**src/rtl/pc_sequencer.sv**
```systemverilog
// Next-PC sequencer: owns the PC register and resolves SEQ/BEQ/BNE/JUMP/CALL/RET,
// with a circular return-address stack, sticky RAS flags and a redirect indicator.
module pc_sequencer #(
   parameter int              PC_W         = 32,
   parameter int              OFF_W        = 8,
   parameter int              RAS_DEPTH    = 4,
   parameter logic [PC_W-1:0] RESET_VECTOR = '0
) (
   input  logic                                 CLK,
   input  logic                                 RESET_N,
   input  logic [2:0]                           BR_OP,
   input  logic                                 ZERO,
   input  logic [OFF_W-1:0]                     OFFSET,
   input  logic                                 IBUSYWAIT,
   input  logic                                 DBUSYWAIT,
   input  logic                                 CLR_FLAGS,
   output logic [PC_W-1:0]                      PC,
   output logic                                 REDIRECT,
   output logic [$clog2(RAS_DEPTH+1)-1:0]       RAS_COUNT,
   output logic                                 RAS_OVERFLOW,
   output logic                                 RAS_UNDERFLOW
);

   localparam int PTR_W = $clog2(RAS_DEPTH);
   localparam int CNT_W = $clog2(RAS_DEPTH + 1);

   localparam logic [2:0] OP_BEQ  = 3'd1;
   localparam logic [2:0] OP_BNE  = 3'd2;
   localparam logic [2:0] OP_JUMP = 3'd3;
   localparam logic [2:0] OP_CALL = 3'd4;
   localparam logic [2:0] OP_RET  = 3'd5;

   logic [PC_W-1:0]  pc_q;
   logic             redirect_q;
   logic [CNT_W-1:0] ras_cnt_q;
   logic [PTR_W-1:0] ras_ptr_q;
   logic [PC_W-1:0]  ras_q [RAS_DEPTH];
   logic             ovf_q, unf_q;
   logic             ovf_d, unf_d;

   logic             stall_s;
   logic [PC_W-1:0]  seq_s, tgt_s, next_s, off_sh_s;
   logic [PTR_W-1:0] ptr_inc_s, ptr_dec_s;
   logic             push_s, pop_s, unf_set_s, ras_full_s;

   // Offset scaled to bytes; only the low PC_W bits matter since PC arithmetic wraps.
   if (PC_W > OFF_W + 2) begin : g_off_wide
      assign off_sh_s = {{(PC_W-OFF_W-2){OFFSET[OFF_W-1]}}, OFFSET, 2'b00};
   end else if (PC_W == OFF_W + 2) begin : g_off_exact
      assign off_sh_s = {OFFSET, 2'b00};
   end else begin : g_off_narrow
      logic unused_off_hi_s;
      assign unused_off_hi_s = ^OFFSET[OFF_W-1:PC_W-2];
      assign off_sh_s        = {OFFSET[PC_W-3:0], 2'b00};
   end

   // Next-PC selection, RAS push/pop requests and sticky flag next-state.
   always_comb begin
      stall_s    = IBUSYWAIT | DBUSYWAIT;
      seq_s      = pc_q + PC_W'(4);
      tgt_s      = seq_s + off_sh_s;
      ptr_inc_s  = ras_ptr_q + PTR_W'(1);
      ptr_dec_s  = ras_ptr_q - PTR_W'(1);
      ras_full_s = (ras_cnt_q == CNT_W'(RAS_DEPTH));
      next_s     = seq_s;
      push_s     = 1'b0;
      pop_s      = 1'b0;
      unf_set_s  = 1'b0;
      case (BR_OP)
         OP_BEQ: begin
            if (ZERO) next_s = tgt_s;
            else      next_s = seq_s;
         end
         OP_BNE: begin
            if (!ZERO) next_s = tgt_s;
            else       next_s = seq_s;
         end
         OP_JUMP: next_s = tgt_s;
         OP_CALL: begin
            next_s = tgt_s;
            push_s = 1'b1;
         end
         OP_RET: begin
            if (ras_cnt_q != CNT_W'(0)) begin
               next_s = ras_q[ras_ptr_q];
               pop_s  = 1'b1;
            end else begin
               next_s    = seq_s;
               unf_set_s = 1'b1;
            end
         end
         default: next_s = seq_s;
      endcase
      // A flag being set on this edge wins over a simultaneous clear.
      ovf_d = (ovf_q & ~CLR_FLAGS) | (~stall_s & push_s & ras_full_s);
      unf_d = (unf_q & ~CLR_FLAGS) | (~stall_s & unf_set_s);
   end

   // PC, redirect, return-address stack and flag registers.
   always_ff @(posedge CLK or negedge RESET_N) begin
      if (!RESET_N) begin
         pc_q       <= RESET_VECTOR;
         redirect_q <= 1'b0;
         ras_cnt_q  <= '0;
         ras_ptr_q  <= '0;
         ovf_q      <= 1'b0;
         unf_q      <= 1'b0;
         for (int i = 0; i < RAS_DEPTH; i++) begin
            ras_q[i] <= '0;
         end
      end else begin
         ovf_q <= ovf_d;
         unf_q <= unf_d;
         if (stall_s) begin
            redirect_q <= 1'b0;
         end else begin
            pc_q       <= next_s;
            redirect_q <= (next_s != seq_s);
            if (push_s) begin
               ras_q[ptr_inc_s] <= seq_s;
               ras_ptr_q        <= ptr_inc_s;
               if (!ras_full_s) ras_cnt_q <= ras_cnt_q + CNT_W'(1);
               else             ras_cnt_q <= ras_cnt_q;
            end else if (pop_s) begin
               ras_ptr_q <= ptr_dec_s;
               ras_cnt_q <= ras_cnt_q - CNT_W'(1);
            end else begin
               ras_ptr_q <= ras_ptr_q;
            end
         end
      end
   end

   assign PC            = pc_q;
   assign REDIRECT      = redirect_q;
   assign RAS_COUNT     = ras_cnt_q;
   assign RAS_OVERFLOW  = ovf_q;
   assign RAS_UNDERFLOW = unf_q;

endmodule

```
**config.mk**
```make
export PLATFORM = sky130hd
export DESIGN_NAME = pc_sequencer
export DESIGN_NICKNAME = d
export VERILOG_FILES = /design/src/rtl/pc_sequencer.sv
export SDC_FILE = /design/constraint.sdc
export NUM_CORES = 1
export LEC_CHECK = 0
export CORE_AREA = 4 4 215 217
export CTS_CLUSTER_DIAMETER = 80
export DETAILED_ROUTE_END_ITERATION = 12
export DIE_AREA = 0 0 219 221
export GPL_ROUTABILITY_DRIVEN = 0
export PLACE_DENSITY_LB_ADDON = 0.12
export SYNTH_ARGS = -nofsm -noshare
export SYNTH_HDL_FRONTEND = slang
export SYNTH_SLANG_ARGS = --single-unit
```
**constraint.sdc**
```tcl
create_clock -name CLK -period 13.86 [get_ports CLK]
set_clock_uncertainty 0.05 [all_clocks]
set_input_delay 2.772 -clock CLK [delete_from_list [all_inputs] [get_ports CLK]]
set_output_delay 2.772 -clock CLK [all_outputs]
set_load 0.005 [all_outputs]
```
==> reports/qor.csv <==
metric;value;unit
most frequent cells in the layout;nand2_1 (213), o21ai_0 (180), dfrtp_1 (166), nor2_1 (64), a21oi_1 (58);
Final Hold Vio Count;0;
hold_sp;ras_q[29];
DR pass1 iterations;6;
CTS root buf;clkbuf_16;
worst path cell trace;clkdlybuf4s50_1 > ha_1 > inv_1 > fa_1 > nand2b_1 > a211oi_2 > o2111a_1 > nor4b_1 > o31ai_1 > a21oi_1 > a2111oi_0 > nand4_1 > nor4b_2 > a41oi_1;
register area;4210;µm²
largest fanout on the critical path;7;
Flop pwr share;32.3;%
Slew Limit Headroom;44.4;%
total grt overflow;0;
post-CTS sizing;0;
Final Net Count;1293;
maximum number of pins on one net before global-route repair;58;
post-synth top area share;38.4;%
cell taking the most area after synthesis;dfrtp_1;
Setup Crit Path Kind;primary input to flip-flop;
Core Rows;77;
Core ar.;44100;µm²
antenna violations before repair;0;
Top delay family on crit path;compound AO/OA/AOI/OAI gates;
Yosys warning count;0;
synth unique cells;87;
Vias;9332;
IO buf count;54;
DPL Wire Length;28.3;mm
LEAKAGE;5.24;nW
CP required;14110;ps
period utilization;46.5;%
DRT iter0 DRCs;634;
clock tree buffer depth;2;
Pint;0.00138;W
Post-Route WL;39.0;mm
arrival time worst endpoint;6690;ps
fin crit period;6440;ps
CP max-delay cell;clkdlybuf4s50_1;
GRT Overall Usage;16.5;%
area grow syn2layout;15.5;%
later-pin clock latency in the skew report;460;ps
Multi-input gate area;6260;µm²
Post-CTS Setup Bufs;0;
Mapped Cells;1222;
r2r startpoint;PC[2];
register area share after synthesis;38.4;%
endpoint class of the critical path;flip-flop;
Max Cap Viol;0;
Final Setup Violations;0;
vias in the first global route;9419;
Power Total;0.00243;W
unrepaired setup endpoints after global routing;false;
Die X-Extent;219;µm
Net Switching;0.00105;W
IO Pins;55;
Switching Share;43.1;%
most common cell after layout, fill and taps aside;nand2_1;
Die Footprint;48400;µm²
Initial Util;24.8;%
setup_tns;0;ps
top area cells in the synthesized netlist;dfrtp_1 (38%), o21ai_0 (8.2%), nand2_1 (7.4%);
Peak Freq;155;MHz
first-pass GRT wire length;60.5;mm
HP Class;flip-flop to flip-flop;
Fillers;4785;
layout cells sized above 1;10.7;%
Slew @ Worst Pin;828;ps
CTS H-Tree Depth;4;
Sink Count;168;
number of synthesized flops with an enable pin;0;
Routed Antenna Nets;0;
vias per cell;5.07;
crit path from;OFFSET[0];
Inserted Clock Buffers;17;
Synth async-reset ratio;100;%
Syn Nets;1278;
routed len/inst;21.2;µm
CTS Hold Bufs;0;
Die Y;221;µm
status;finished, final reports clean;
Max rail drop VDD;68.5;µV
pwr dens;192;nW/µm²
Critical Path Start Type;primary input;
slowest stage delay, CP;500;ps
combinational fraction of design power;47.4;%
DRC errors left;0;
Clock Power Share;20.3;%
Ant. Diodes;0;
Reg clk slew, reported paths;70;ps
Main synth FF type;dfrtp_1;
synthesized area per cell;8.97;µm²
flops & latches, synth;168;
Slew Viols, Final;0;
CTS tree;done;
synthesized area;11000;µm²
Worst Path Buf+Inv;2;
==> state kept, by name (all words and copies together), names as in the netlist <==
register / count
RAS_OVERFLOW: 1
ras_q: 128
RAS_UNDERFLOW: 1
REDIRECT: 1
RAS_COUNT: 3
PC: 32
ras_ptr_q: 2
==> routing by layer <==
metal	global-route usage, %	share of wire [%]	vias up
met2	25.9	47	196
li1	-	-	4503
met5	0	0	-
met4	4.67	2.1	0
met3	2.55	3.4	39
met1	23.5	48	4594
==> final cells by class <==
cell class	instances	share of cell area, %
Multi-Input combinational cell	931	49.4
Inverter	44	1.30
Clock inverter	9	0.702
Clock buffer	23	3.93
Timing Repair Buffer	75	5.53
Tap cell	592	5.85
Sequential cell	168	33.2
==> final timing paths <==
check / slack, ps / to / cells past startpoint
max in group asynchronous: 10310 / ras_ptr_q[1] / 2
min reg2reg: 430 / ras_q[29] / 2
min in group asynchronous: 2220 / ras_q[33] / 1
max: 7420 / REDIRECT / 14
max reg2reg: 8080 / REDIRECT / 17
min: 430 / ras_q[29] / 2
==> worst register-to-register path: cells and delay by family (launching register included) <==
| kind | cells | cell delay (ps) |
|---|---|---|
| simple gates | 4 | 1420 |
| fa+ha+maj | 2 | 760 |
| buf+inv | 1 | 130 |
| xor+xnor | 1 | 490 |
| compound gates | 8 | 1960 |
| flops | 1 | 560 |
| mux | 1 | 270 |
==> power by group through the flow <==
stage               Combinational [W]  Clock [W]  Sequential (W)
floorplan                    0.000788          0        0.000736
global placement              0.00116          0        0.000797
detailed placement            0.00115          0        0.000799
CTS                           0.00116   0.000511        0.000790
global route                  0.00128   0.000530        0.000811
finish                        0.00115   0.000493        0.000787
==> through the flow <==
| step | worst slack (ps) | util, % | hold WS (ps) | instances | instance area, µm² |
|---|---|---|---|---|---|
| 2_1_floorplan | 8100 | - | 395 | 1222 | 11000 |
| 3_3_place_gp | 6970 | 27.4 | 407 | 1810 | 12100 |
| 3_5_place_dp | 6940 | 27.4 | 416 | 1810 | 12100 |
| 4_1_cts | 7420 | 28.7 | 433 | 1842 | 12700 |
| 5_1_grt | 7030 | 28.7 | 454 | 1842 | 12700 |
| 6_report | 7420 | 28.7 | 427 | 1842 | 12700 |
==> Yosys cell counts (6+ instances only) <==
cell type,instances
a21o_1,6
o21ai_0,180
mux2i_1,6
nand4_1,20
and3_1,13
o21a_1,22
a32oi_1,6
clkbuf_1,56
inv_1,44
o211a_1,6
o2111ai_1,9
ha_1,37
nand2_1,217
a21oi_1,58
mux2_2,15
nor3_1,16
nand3_1,15
nor4_1,8
xnor2_1,19
mux4_2,32
a211oi_1,8
or3_1,7
buf_2,11
o22a_1,6
o211ai_1,14
nand2b_1,10
dfrtp_1,168
a31oi_1,10
nor2_1,65
xor2_1,24
==> logic make-up after synthesis <==
group | synth area share [%]
adder cells (fa/ha/maj) | 4.59
XOR/XNOR | 3.58
AO/OA/AOI/OAI | 22.1
multiplexers | 8.66
buffers and inverters | 4.76
AND/OR/NAND/NOR | 18.0
flip-flops | 38.4
(Power assumes the default switching activity.)
